<file path="config.mk">
export PLATFORM = sky130hd
export DESIGN_NAME = seg7_scan_ctrl
export DESIGN_NICKNAME = d
export VERILOG_FILES = /design/src/rtl/seg7_scan_ctrl.sv
export SDC_FILE = /design/constraint.sdc
export NUM_CORES = 1
export LEC_CHECK = 0
export ABC_AREA = 1
export BUFFER_PORTS_ARGS = -buffer_cell sky130_fd_sc_hd__buf_2
export CAP_MARGIN = 20
export CELL_PAD_IN_SITES_DETAIL_PLACEMENT = 1
export CELL_PAD_IN_SITES_GLOBAL_PLACEMENT = 1
export CORE_ASPECT_RATIO = 1.5
export CORE_MARGIN = 3
export CORE_UTILIZATION = 40
export DETAILED_ROUTE_END_ITERATION = 8
export GPL_ROUTABILITY_DRIVEN = 1
export PLACE_DENSITY = 0.87
export SKIP_LAST_GASP = 1
export SLEW_MARGIN = 15
export SYNTH_ARGS = -nofsm -noshare
export SYNTH_HDL_FRONTEND = slang
export SYNTH_SLANG_ARGS = --single-unit
</file>
<file path="constraint.sdc">
create_clock -name clk -period 2 [get_ports clk]
set_input_delay 0.2 -clock clk [delete_from_list [all_inputs] [get_ports clk]]
set_output_delay 0.2 -clock clk [all_outputs]
set_load 0.01 [all_outputs]
</file>
<file path="src/rtl/seg7_scan_ctrl.sv">
// seg7_scan_ctrl: multiplexed BCD seven-segment scan controller.
//   A prescaler divides clk into digit slots of REFRESH_DIV cycles; a digit index steps
//   through NUM_DIGITS slots per frame. New digit data is captured into a staging register
//   on load and promoted to the display register only at a frame boundary, so a frame never
//   shows a mix of old and new digits.
// Ports:
//   clk        - clock, rising edge
//   rst_n      - asynchronous active-low reset
//   bcd_in     - BCD digits, digit i at [4i+3:4i], digit 0 least significant
//   dp_in      - decimal point request per digit (active-high)
//   load       - capture strobe for bcd_in/dp_in
//   lz_en      - leading-zero blanking enable
//   seven      - segments a..g (bit6 = a, bit0 = g)
//   dp         - decimal point segment
//   an         - digit enables, bit i = digit i
//   frame_done - one-cycle pulse after each full scan
module seg7_scan_ctrl #(
    parameter int NUM_DIGITS     = 4,
    parameter int REFRESH_DIV    = 4096,
    parameter bit SEG_ACTIVE_LOW = 1'b1,
    parameter bit AN_ACTIVE_LOW  = 1'b1
) (
    input  logic                    clk,
    input  logic                    rst_n,
    input  logic [4*NUM_DIGITS-1:0] bcd_in,
    input  logic [NUM_DIGITS-1:0]   dp_in,
    input  logic                    load,
    input  logic                    lz_en,
    output logic [6:0]              seven,
    output logic                    dp,
    output logic [NUM_DIGITS-1:0]   an,
    output logic                    frame_done
);

    localparam int PW = $clog2(REFRESH_DIV);
    localparam int IW = (NUM_DIGITS > 1) ? $clog2(NUM_DIGITS) : 1;

    localparam logic [PW-1:0]         PRESC_LAST  = PW'(REFRESH_DIV - 1);
    localparam logic [IW-1:0]         IDX_LAST    = IW'(NUM_DIGITS - 1);
    localparam logic [6:0]            SEVEN_OFF   = SEG_ACTIVE_LOW ? 7'h7F : 7'h00;
    localparam logic                  DP_OFF      = SEG_ACTIVE_LOW;
    localparam logic [NUM_DIGITS-1:0] AN_OFF      = AN_ACTIVE_LOW ? '1 : '0;

    logic [PW-1:0]           r_presc;
    logic [IW-1:0]           r_idx;
    logic [4*NUM_DIGITS-1:0] r_stage_bcd;
    logic [NUM_DIGITS-1:0]   r_stage_dp;
    logic [4*NUM_DIGITS-1:0] r_disp_bcd;
    logic [NUM_DIGITS-1:0]   r_disp_dp;
    logic                    r_pending;
    logic                    r_frame_done;
    logic [6:0]              r_seven;
    logic                    r_dp;
    logic [NUM_DIGITS-1:0]   r_an;

    logic                    w_tick;
    logic                    w_boundary;
    logic                    w_slot_start;
    logic [3:0]              w_digit;
    logic                    w_dp_bit;
    logic                    w_lz_blank;
    logic [NUM_DIGITS-1:0]   w_onehot;
    logic [6:0]              w_seg_al;

    // Active-low a..g pattern; codes 10..15 blank.
    function automatic logic [6:0] f_decode(input logic [3:0] d);
        case (d)
            4'd0:    f_decode = 7'b0000001;
            4'd1:    f_decode = 7'b1001111;
            4'd2:    f_decode = 7'b0010010;
            4'd3:    f_decode = 7'b0000110;
            4'd4:    f_decode = 7'b1001100;
            4'd5:    f_decode = 7'b0100100;
            4'd6:    f_decode = 7'b0100000;
            4'd7:    f_decode = 7'b0001111;
            4'd8:    f_decode = 7'b0000000;
            4'd9:    f_decode = 7'b0000100;
            default: f_decode = 7'b1111111;
        endcase
    endfunction

    assign w_tick       = (r_presc == PRESC_LAST);
    assign w_boundary   = w_tick && (r_idx == IDX_LAST);
    assign w_slot_start = (r_presc == '0);

    // Select the current digit and decide whether it is a leading zero. The scan runs from
    // the top digit down, tracking whether every digit at or above i is zero.
    always_comb begin
        logic v_all_zero;
        w_digit    = '0;
        w_dp_bit   = 1'b0;
        w_lz_blank = 1'b0;
        w_onehot   = '0;
        v_all_zero = 1'b1;
        for (int i = NUM_DIGITS - 1; i >= 0; i--) begin
            v_all_zero = v_all_zero && (r_disp_bcd[4*i +: 4] == 4'd0);
            if (r_idx == IW'(i)) begin
                w_digit     = r_disp_bcd[4*i +: 4];
                w_dp_bit    = r_disp_dp[i];
                w_lz_blank  = lz_en && v_all_zero && (i != 0);
                w_onehot[i] = 1'b1;
            end
        end
    end

    assign w_seg_al = w_lz_blank ? 7'h7F : f_decode(w_digit);

    always_ff @(posedge clk or negedge rst_n) begin
        if (!rst_n) begin
            r_presc      <= '0;
            r_idx        <= '0;
            r_stage_bcd  <= '0;
            r_stage_dp   <= '0;
            r_disp_bcd   <= '0;
            r_disp_dp    <= '0;
            r_pending    <= 1'b0;
            r_frame_done <= 1'b0;
            r_seven      <= SEVEN_OFF;
            r_dp         <= DP_OFF;
            r_an         <= AN_OFF;
        end else begin
            r_presc <= w_tick ? '0 : r_presc + 1'b1;
            if (w_tick) begin
                r_idx <= w_boundary ? '0 : r_idx + 1'b1;
            end

            if (load) begin
                r_stage_bcd <= bcd_in;
                r_stage_dp  <= dp_in;
            end
            // A load on the boundary edge promotes the previous staging contents; the new
            // data stays pending for the following frame.
            if (w_boundary && r_pending) begin
                r_disp_bcd <= r_stage_bcd;
                r_disp_dp  <= r_stage_dp;
            end
            r_pending    <= load | (r_pending & ~w_boundary);
            r_frame_done <= w_boundary;

            // Outputs lag the prescaler by one cycle: prescaler value 0 yields the dark
            // first cycle of each slot. The segment pattern is latched once per slot so a
            // change of lz_en lands on a slot start.
            if (w_slot_start) begin
                r_seven <= SEG_ACTIVE_LOW ? w_seg_al : ~w_seg_al;
                r_an    <= AN_OFF;
                r_dp    <= DP_OFF;
            end else begin
                r_an    <= AN_ACTIVE_LOW ? ~w_onehot : w_onehot;
                r_dp    <= SEG_ACTIVE_LOW ? ~w_dp_bit : w_dp_bit;
            end
        end
    end

    assign seven      = r_seven;
    assign dp         = r_dp;
    assign an         = r_an;
    assign frame_done = r_frame_done;

endmodule

</file>
==> metrics.md, run 1 <==
| Metric | Value |
|---|---|
| Mapped Area | 3350 sq um |
| DR DRC count | 0 |
| CP cell instances | inv_4 -> ha_4 -> inv_2 -> nand2_1 -> nand3_1 -> nand2_1 -> nand2_2 -> buf_4 -> ha_1 -> inv_1 -> nand3_1 -> nand3_1 -> nand3_1 -> nand2_1 -> nand2_1 |
| First-pass GRT wire length | 14.1 mm |
| Syn nets | 422 |
| F_max | 471 MHz |
| Synth top area cells | dfrtp_1 (42%), nand2_1 (12%), dfstp_2 (9.4%) |
| GRT Overall Usage | 19.3% |
| Yosys top cell by area | dfrtp_1 |
| DIE AREA | 9540 sq um |
| Chip Width | 80.8 um |
| Peak VDD IR | 0.000593 V |
| Iteration-0 DRC Markers | 112 |
| Internal cell power | 2.55 mW |
| Min-delay src | bcd_in[0] |
| Largest net degree at the start of global routing | 49 |
| Slew margin rel. | 61.7% |
| Seq cells post-synth | 68 |
| Clock Skew | 8.60 ps |
| Area Overhead vs Synth | 25.9% |
| Reg2Reg Depth | 15 |
| Sink Count | 68 |
| Worst R2R Start | r_idx[0]$_DFFE_PN0N_ |
| Core region area | 8110 sq um |
| Max Slew Vio Count | 0 |
| Reg power frac | 44.4% |
| Combinational power share | 3.8% |
| Congestion Overflow GR | 0 |
| Fin crit period | 2120 ps |
| CP Launch Type | flop |
| Hold_ws | 73.2 ps |
| Hold EP | r_stage_bcd[0]$_DFFE_PN0P_ |
| Sw Pwr | 658 uW |
| Final setup viols | 3 |
| CP peak stage delay | 460 ps |
| Port bufs | 36 |
| CTS buffer count | 9 |
| DR WL/cell | 16.6 um |
| Max FO, Critical Path | 6 |
| Dpl cell area | 3720 sq um |
| Max clock buf depth | 2 |
| Rows | 40 |
| Synth unique cells | 30 |
| Sw frac | 20.5% |
| Run status | finished with violations |
| CTS tree | done |
| Initial antenna violation count | 0 |
| Htree depth | 3 |
| Max-Cap Viols | 0 |
| Slew @ Worst Pin | 575 ps |
| Synthesis Warnings | 0 |
| Routability cong. | 0.810 |
| Unrepaired setup endpoints after global routing | true |
| Starting Density | 41.4% |
| DR vias/cell | 5.07 |
| PwrDens | 760 nW/um^2 |
| Worst Path Required | 2270 ps |
| Fillers | 985 |
| Final Instance Area | 4220 sq um |
| Die H | 118 um |
| Pre-antenna DRT Iters | 4 |
| WHS Path Cells | 3 |
| Post-Syn Instances | 386 |
| WS Path Type | reg -> reg |
| Failing checks | negative setup slack |
| Hold WC Path Type | in -> reg |
| Total Wirelength | 9.13 mm |
| Diode count | 0 |
| Via count | 2791 |
| Reg-to-Reg End | seven[6]$_DFFE_PN1P_ |
| Final nets | 477 |
| Reg2reg setup slack | -120 ps |
| Period utilization | 106% |
| Worst-Skew Late Latency | 340 ps |
| Layout cells sized above 1 | 31.2% |
| Synth Area per Inst | 8.69 sq um |
| Area share of the leading cell type in the synthesized netlist | 41.8% |
| Vias in the first global route | 2995 |
| Hold Vio Cnt, Final | 0 |
| CP arrival | 2390 ps |
| Clock-pin slew on the worst setup and hold paths | 50 ps |
| Post-route ant nets | 0 |
| Min setup slack post-route | -124 ps |
| Post-detail-place hpwl | 6.01 mm |
| CP Capture Type | flop |
| Root Buffer | clkbuf_16 |
| Seq/Total Area, Yosys | 51.2% |
| IO Pins | 37 |
| Clk pwr share | 51.8% |
| Slowest cell on the critical path | dfrtp_2 |
| Leak pwr | 2.14 nW |
[metal layers]
layer	vias up	GRT usage [%]	share of wire, %
li1	1316	-	-
met1	1383	19.7	36
met2	65	35.1	55
met3	27	4.50	3.5
met4	0	10.1	5.2
met5	-	0	0
[cells by family (layout without fill, tap and decap cells)]
| logic type | after synthesis | after routing | share of synthesized area, % |
|---|---|---|---|
| and+or+nand+nor | 168 | 168 | 21.9 |
| buffers and inverters | 69 | 129 | 8.77 |
| DFF | 68 | 68 | 51.2 |
| AOI/OAI and AO/OA | 63 | 63 | 12.2 |
| adders and majority gates | 12 | 12 | 4.48 |
| xor gates and xnor gates | 6 | 6 | 1.57 |
[power by group through the flow]
stage	combinational [mW]	clock, mW	sequential, mW
global route	0.141	1.75	1.43
global placement	0.115	0	1.44
detailed placement	0.122	0	1.45
floorplan	0.0534	0	1.44
CTS	0.126	1.69	1.42
finish	0.121	1.66	1.42
[sequential cells by signal, indices dropped and copies added, names as in the netlist, 2 cells and up]
name	flops
an	4
r_disp_bcd	16
r_disp_dp	4
r_idx	2
r_presc	12
r_stage_bcd	16
r_stage_dp	4
seven	7
[how the worst max path moves through the flow]
stage	start	to	cells past startpoint
floorplan	r_idx[0]$_DFFE_PN0N_	seven[5]$_DFFE_PN1P_	13
finish	r_idx[0]$_DFFE_PN0N_	seven[6]$_DFFE_PN1P_	15
CTS	r_idx[0]$_DFFE_PN0N_	seven[6]$_DFFE_PN1P_	15
global route	r_idx[0]$_DFFE_PN0N_	seven[6]$_DFFE_PN1P_	15
global placement	r_idx[0]$_DFFE_PN0N_	seven[5]$_DFFE_PN1P_	12
detailed placement	r_idx[0]$_DFFE_PN0N_	seven[5]$_DFFE_PN1P_	12
[final cells by class]
cell class                      count  area, sq um  area share [%]
Clock buffer                       13          280            6.64
Clock inverter                      3         42.5            1.01
Sequential cell                    68         1720            40.7
Multi-Input combinational cell    249         1460            34.5
Inverter                           57          221            5.24
Timing Repair Buffer               56          369            8.74
Tap cell                          105          131            3.11
[worst max-delay path: cells and delay by family, from the launching register on]
kind                       cells  cell delay, ps
DFF                            1             460
and+or+nand+nor                9             770
adders and majority gates      2             390
buffers and inverters          4             410
[repair_timing]
item | in CTS | in global routing
gates resized for setup | 9 | 29
hold buffers | 1 | 0
pin swaps | 1 | 15
setup endpoints to repair | 6 | 7
gates cloned | 0 | 0
setup buffers | 1 | 4
endpoints found under the hold margin | 9 | 0
[cell usage after synthesis]
cell        n
dfrtp_1    56
xor2_1      5
a21boi_0    2
nor3_1      3
xnor2_1     1
nor3b_1     1
ha_1       12
nand2_2     2
and2_1      1
o211ai_1    2
nor2_1     24
o21ai_0    24
o21ai_2    20
buf_6       4
nand4_1     4
clkbuf_1    4
a22oi_1     1
inv_1      57
nand3_1    22
nor3_4      1
nor2_2      1
dfstp_2    12
nand3_4     1
nand2_1   104
o21bai_1    2
a21oi_1    12
nand4_2     1
or2_2       2
buf_2       4
nor2_4      1
[metrics by stage]
step / utilization (%) / TNS [ps] / worst slack [ps] / power, mW / std cells
finish: 52.1 / -213 / -124 / 3.21 / 551
detailed placement: 45.9 / -208 / -60.3 / 1.57 / 529
global placement: 45.9 / 0 / 94.7 / 1.56 / 529
floorplan: - / 0 / 8.70 / 1.50 / 386
global route: 52.1 / -774 / -253 / 3.32 / 551
CTS: 50.5 / -114 / -60.3 / 3.24 / 547
[layout by cell type (no fill, tap or decap), drive strengths merged]
cell,netlist,final
nand2,106,106
inv,57,57
dfrtp,56,56
buf,8,55
o21ai,44,44
nor2,26,26
nand3,23,23
clkbuf,4,13
dfstp,12,12
a21oi,12,12
ha,12,12
xor2,5,5
nand4,5,5
nor3,4,4
o21bai,2,2
or2,2,2
o211ai,2,2
a21boi,2,2
and2,1,1
xnor2,1,1
nor3b,1,1
a22oi,1,1
clkinvlp,0,1
bufinv,0,1
clkinv,0,1
dlygate4sd3,0,1
Power figures use the tool's default switching activity.
==> run 2: changes to the inputs <==
--- a/config.mk
+++ b/config.mk
@@ -16,6 +16,7 @@
 export DETAILED_ROUTE_END_ITERATION = 8
 export GPL_ROUTABILITY_DRIVEN = 1
 export PLACE_DENSITY = 0.87
+export REMOVE_ABC_BUFFERS = 1
 export SKIP_LAST_GASP = 1
 export SLEW_MARGIN = 15
 export SYNTH_ARGS = -nofsm -noshare
==> metrics.md, run 2 (same netlist as run 1, synthesis figures left out) <==
| Metric | Value |
|---|---|
| Rows | 40 (unchanged) |
| Core region area | 8110 sq um (unchanged) |
| CP Launch Type | flop |
| First-pass GRT wire length | 15.0 mm (+6.5%) |
| Starting Density | 41.4% (unchanged) |
| DR WL/cell | 17.8 um (+7.3%) |
| Min-delay src | bcd_in[14] |
| WS Path Type | reg -> reg |
| Pre-antenna DRT Iters | 4 (unchanged) |
| Post-route ant nets | 0 (unchanged) |
| Initial antenna violation count | 0 (unchanged) |
| Setup WS pre-CTS | -56.5 ps (+3.83 ps) |
| Post-detail-place hpwl | 5.78 mm (-3.8%) |
| Max-Cap Viols | 0 (unchanged) |
| Reg2Reg Depth | 13 (-2) |
| WP depth | 13 (-2) |
| CP peak stage delay | 430 ps (-30 ps) |
| Die H | 118 um (unchanged) |
| Clock-pin slew on the worst setup and hold paths | 60 ps (about the same) |
| Hold Vio Cnt, Final | 0 (unchanged) |
| Final nets | 478 (+0.21%) |
| Routability cong. | 0.794 (-2.0%) |
| Combinational power share | 3.6% (-0.2 points) |
| Run status | finished with violations |
| Failing checks | negative setup slack |
| Clk pwr share | 54.8% (+3.0 points) |
| Slew margin rel. | 61.7% (+0.075 points) |
| Sink Count | 68 (unchanged) |
| Hold EP | r_stage_bcd[14]$_DFFE_PN0P_ |
| Worst R2R Start | r_idx[0]$_DFFE_PN0N_ |
| CTS tree | done |
| Most frequent cells in the layout | nand2_1 (94), dfrtp_1 (56), inv_1 (48), buf_2 (36), o21ai_0 (24) |
| DR DRC count | 0 (unchanged) |
| Final core utilization | 53.1% (+1.1 points) |
| Clock Skew | 8.11 ps (-0.488 ps) |
| Congestion Overflow GR | 0 (unchanged) |
| WHS Path Cells | 3 (unchanged) |
| Slew @ Worst Pin | 574 ps (-1.13 ps) |
| Top flop regs | r_disp_bcd: 16 flops, r_stage_bcd: 16 flops, r_presc: 12 flops |
| Htree depth | 3 (unchanged) |
| Internal cell power | 2.74 mW (+7.3%) |
| Total Wirelength | 9.82 mm (+7.5%) |
| Sw frac | 20.1% (-0.40 points) |
| CP Capture Type | flop |
| Diode count | 0 (unchanged) |
| Hold_ws | 68.3 ps (-4.93 ps) |
| Fin crit period | 2050 ps (-70.9 ps) |
| GRT Overall Usage | 20.6% (+1.3 points) |
| CP bufs+invs | 4 (unchanged) |
| CTS buffer count | 9 (unchanged) |
| Max FO, Critical Path | 5 (-1) |
| Min setup slack post-route | -52.6 ps (+70.9 ps) |
| Final setup viols | 2 (-1) |
| Peak VDD IR | 0.000478 V (-19%) |
| Port bufs | 36 (unchanged) |
| Placed Cells incl. Taps | 530 (+0.19%) |
| CP top delay family | simple AND/OR/NAND/NOR gates |
| Fin cells | 552 (+0.18%) |
| Root Buffer | clkbuf_16 |
| Sw Pwr | 689 uW (+4.7%) |
| IO Pins | 37 (unchanged) |
| Vias in the first global route | 3178 (+6.1%) |
| Via count | 2856 (+2.3%) |
| Reg2reg setup slack | -50 ps (+70 ps) |
| CP arrival | 2320 ps (-70 ps) |
| Area Overhead vs Synth | 28.5% |
| Worst-Skew Late Latency | 340 ps (about the same) |
| Chip Width | 80.8 um (unchanged) |
| PwrDens | 795 nW/um^2 (+4.6%) |
| Slowest cell on the critical path | dfrtp_1 |
| Reg power frac | 41.6% (-2.8 points) |
| DIE AREA | 9540 sq um (unchanged) |
| Worst Setup SP | r_idx[0]$_DFFE_PN0N_ |
| Iteration-0 DRC Markers | 50 (-55%) |
| Max Slew Vio Count | 0 (unchanged) |
| Layout cells sized above 1 | 33.3% (+2.2 points) |
| DR vias/cell | 5.17 (+2.1%) |
| Hold WC Path Type | in -> reg |
| Leak pwr | 2.18 nW (+2.2%) |
| Worst Path Required | 2270 ps (about the same) |
| Period utilization | 103% (-3.5 points) |
| Unrepaired setup endpoints after global routing | true |
| CP cell instances | ha_2 -> inv_2 -> nor2_2 -> nand2_1 -> nand2_2 -> a21boi_2 -> buf_6 -> ha_4 -> inv_2 -> a21oi_2 -> nand3_1 -> nand2_1 -> inv_1 |
| Max clock buf depth | 2 (unchanged) |
| F_max | 487 MHz (+3.5%) |
| Commonest non-fill, non-tap cell in the layout | nand2_1 |
| Largest net degree at the start of global routing | 69 (+41%) |
| Reg-to-Reg End | seven[5]$_DFFE_PN1P_ |
run 2: cell types whose count changed in the layout (fill, tap and decap cells not counted), moves of 4 or more:
cell / delta
nand2_2: +4
nand2_1: -5
buf_6: +4
inv_2: +5
nand3_1: -5
run 2: worst reg2reg max path: cells and delay by family (launching register included):
family / cells / cell delay [ps]
flops: 1 / 430
simple gates: 5 / 560
fa+ha+maj: 2 / 500
buf+inv: 4 / 290
compound gates: 2 / 200
run 2: layout make-up:
| class | count | area (sq um) |
|---|---|---|
| Clock buffer | 12 | 256 |
| Clock inverter | 4 | 95.1 |
| Fill cell | 970 | 3800 |
| Inverter | 57 | 214 |
| Multi-Input combinational cell | 249 | 1500 |
| Sequential cell | 68 | 1720 |
| Tap cell | 105 | 131 |
| Timing Repair Buffer | 57 | 392 |
run 2: per-layer routing:
metal  vias up  part of all wire, %  track usage (%)
met5         -                    0                0
met4         0                  3.5             12.7
met3        31                  3.4             3.89
met2        69                   56             36.4
met1      1431                   37             21.9
li1       1325                    -                -
run 2: repair_timing:
item                                    in CTS  in global routing
pin swaps                                    1                 12
endpoints found under the setup margin       7                  7
hold endpoints to repair                    56                  0
resized for setup                           14                 40
hold buffers                                 1                  0
buffers inserted                             2                  3
run 2: worst max path at each step:
| stage | to |
|---|---|
| finish | seven[5]$_DFFE_PN1P_ |
| global route | seven[5]$_DFFE_PN1P_ |
| CTS | seven[5]$_DFFE_PN1P_ |
| detailed placement | seven[5]$_DFFE_PN1P_ |
| global placement | seven[5]$_DFFE_PN1P_ |
| floorplan | seven[6]$_DFFE_PN1P_ |
run 2: through the flow:
| stage | power [mW] | instance area (sq um) | setup TNS (ps) |
|---|---|---|---|
| 6_report | 3.42 | 4310 | -58.3 |
| 5_1_grt | 3.53 | 4310 | -317 |
| 4_1_cts | 3.45 | 4150 | -44.5 |
| 3_5_place_dp | 1.57 | 3720 | -125 |
| 2_1_floorplan | 1.49 | 3270 | -794 |
| 3_3_place_gp | 1.56 | 3720 | 0 |
run 2: power by group through the flow:
| stage | clock network [mW] | logic [mW] | registers, mW |
|---|---|---|---|
| floorplan | 0 | 0.0456 | 1.44 |
| global placement | 0 | 0.115 | 1.44 |
| detailed placement | 0 | 0.122 | 1.45 |
| CTS | 1.89 | 0.126 | 1.43 |
| global route | 1.95 | 0.144 | 1.43 |
| finish | 1.88 | 0.123 | 1.43 |
==> run 3: changes to the inputs <==
--- a/config.mk
+++ b/config.mk
@@ -12,10 +12,10 @@
 export CELL_PAD_IN_SITES_GLOBAL_PLACEMENT = 1
 export CORE_ASPECT_RATIO = 1.5
 export CORE_MARGIN = 3
-export CORE_UTILIZATION = 40
+export CORE_UTILIZATION = 43
 export DETAILED_ROUTE_END_ITERATION = 8
 export GPL_ROUTABILITY_DRIVEN = 1
-export PLACE_DENSITY = 0.87
+export PLACE_DENSITY = 0.88
 export REMOVE_ABC_BUFFERS = 1
 export SKIP_LAST_GASP = 1
 export SLEW_MARGIN = 15
==> constraint.sdc (replaced) <==
create_clock -name clk -period 1.9 [get_ports clk]
set_input_delay 0.19 -clock clk [delete_from_list [all_inputs] [get_ports clk]]
set_output_delay 0.19 -clock clk [all_outputs]
set_load 0.01 [all_outputs]
==> metrics.md, run 3 (same netlist as run 1, synthesis figures left out) <==
| Metric | Value |
|---|---|
| Fillers | 891 (-8.1%) |
| Hold Vio Cnt, Final | 0 (unchanged) |
| Sink Count | 68 (unchanged) |
| CP arrival | 2360 ps (+40 ps) |
| Die H | 114 um (-3.4%) |
| Rows | 38 (-5.0%) |
| DR DRC count | 0 (unchanged) |
| Worst-Skew Late Latency | 360 ps (+20 ps) |
| Clock Skew | 8.93 ps (+0.820 ps) |
| Final nets | 491 (+2.7%) |
| CTS tree | done |
| Commonest non-fill, non-tap cell in the layout | nand2_1 |
| Peak VDD IR | 0.000555 V (+16%) |
| Final setup viols | 7 (+5) |
| Post-detail-place hpwl | 6.25 mm (+8.0%) |
| Clock-pin slew on the worst setup and hold paths | 70 ps (about the same) |
| Met2 wire length | 5.29 mm (-4.7%) |
| Layout cells sized above 1 | 37.4% (+4.1 points) |
| Max FO, Critical Path | 4 (-1) |
| Max clock buf depth | 2 (unchanged) |
| Routability cong. | 0.851 (+7.2%) |
| Min setup slack post-route | -158 ps (-105 ps) |
| Chip Width | 78.1 um (-3.3%) |
| DR vias/cell | 5.16 (-0.24%) |
| DR WL/cell | 17.2 um (-3.3%) |
| Total Wirelength | 9.59 mm (-2.4%) |
| PwrDens | 624 nW/um^2 (-21%) |
| DR top layer | met4 |
| Run status | finished with violations |
| Htree depth | 3 (unchanged) |
| Final core utilization | 57.9% (+4.8 points) |
| Leak pwr | 2.17 nW (-0.53%) |
| GRT Overall Usage | 22.5% (+1.9 points) |
| Met3 wire length | 336 um (+1.2%) |
| Area Overhead vs Synth | 28.1% |
| Core region area | 7420 sq um (-8.5%) |
| IO Pins | 37 (unchanged) |
| Slew margin rel. | 62.3% (+0.53 points) |
| Pre-antenna DRT Iters | 4 (unchanged) |
| Hold_ws | 30.7 ps (-37.6 ps) |
| Worst Path Required | 2210 ps (-60 ps) |
| First-pass GRT wire length | 15.1 mm (+1.1%) |
| Via count | 2875 (+0.67%) |
| CP Capture Type | flop |
| Vias in the first global route | 3196 (+0.57%) |
| Congestion Overflow GR | 0 (unchanged) |
| Slew @ Worst Pin | 566 ps (-7.97 ps) |
| Min-delay src | bcd_in[5] |
| Hold WC Path Type | in -> reg |
| Max-Cap Viols | 0 (unchanged) |
| Met1 Routed Length | 3.48 mm (-3.3%) |
| Failing checks | negative setup slack |
| Root Buffer | clkbuf_8 |
| Top flop regs | r_disp_bcd: 16 flops, r_stage_bcd: 16 flops, r_presc: 12 flops |
| Port bufs | 36 (unchanged) |
| Period utilization | 108% (+5.7 points) |
| Initial antenna violation count | 0 (unchanged) |
| Unrepaired setup endpoints after global routing | true |
| Fin crit period | 2060 ps (+5.13 ps) |
| Starting Density | 45.2% (+3.9 points) |
| CP Launch Type | flop |
| Worst R2R Start | r_idx[0]$_DFFE_PN0N_ |
| Iteration-0 DRC Markers | 122 (+140%) |
| Largest net degree at the start of global routing | 42 (-39%) |
| Most frequent cells in the layout | nand2_1 (91), dfrtp_1 (55), inv_1 (47), buf_2 (36) |
| DIE AREA | 8920 sq um (-6.5%) |
| WS Path Type | reg -> reg |
| Worst Setup SP | r_idx[0]$_DFFE_PN0N_ |
| CTS buffer count | 9 (unchanged) |
| Max Slew Vio Count | 0 (unchanged) |
| Diode count | 0 (unchanged) |
| Setup WS pre-CTS | -193 ps (-136 ps) |
| Setup tns final | -653 ps (-595 ps) |
| Post-route ant nets | 0 (unchanged) |
| F_max | 486 MHz (-0.25%) |
run 3: critical path: stages (launching register included):
cell      delay [ps]
dfrtp_1          430
buf_6            150
ha_4             160
inv_2             90
nor2_4            50
buf_4            130
buf_4            130
nand2_1           50
nand2_1          110
a21boi_1         190
buf_4            170
nand3_1           70
nand3_1          100
nand2_1           80
nand2_1           90
run 3: cell type report:
class	count	area [sq um]	area share, %
clock inverter	2	12.5	0.291
timing repair buffer	70	489	11.4
clock buffer	11	151	3.52
sequential	68	1720	40.0
tap	100	125	2.91
multi-input combinational	249	1580	36.8
inverter	57	219	5.09
run 3: power breakdown:
part / internal, mW / leakage [nW] / switching (mW) / total, mW
registers: 1.49 / 0.849 / 0.0107 / 1.50
clock network: 0.520 / 0.0831 / 0.539 / 1.06
logic: 0.0410 / 1.24 / 0.0847 / 0.126
total: 2.05 / 2.17 / 0.634 / 2.68
run 3: repair_timing:
action | 4_1_cts | 5_1_grt
buffers inserted | 4 | 3
setup endpoints to repair | 7 | 7
hold endpoints to repair | 56 | 0
hold buffers | 1 | 0
gates resized for setup | 41 | 32
pin swaps | 10 | 18
run 3: final timing paths:
check / endpoint / slack, ps / depth (start not counted)
worst min register to register: dp$_DFF_PN1_ / 470 / 1
worst max-delay path: seven[4]$_DFFE_PN1P_ / -160 / 14
max in group asynchronous: dp$_DFF_PN1_ / 1120 / 3
worst min-delay path: r_stage_bcd[5]$_DFFE_PN0P_ / 30 / 3
min in group asynchronous: r_presc[3]$_DFF_PN0_ / 180 / 2
worst max register to register: seven[4]$_DFFE_PN1P_ / -160 / 14
run 3: routing by layer:
metal	vias to the layer above	GRT usage (%)
li1	1346	-
met1	1430	21.0
met2	66	43.2
met3	33	5.91
met4	0	12.6
met5	-	0
run 3: per-stage QoR:
step / area [sq um] / total power [mW] / instances
6_report: 4300 / 2.68 / 557
3_3_place_gp: 3800 / 1.64 / 536
5_1_grt: 4300 / 2.80 / 557
3_5_place_dp: 3800 / 1.65 / 536
4_1_cts: 4160 / 2.70 / 554
2_1_floorplan: 3270 / 1.57 / 374
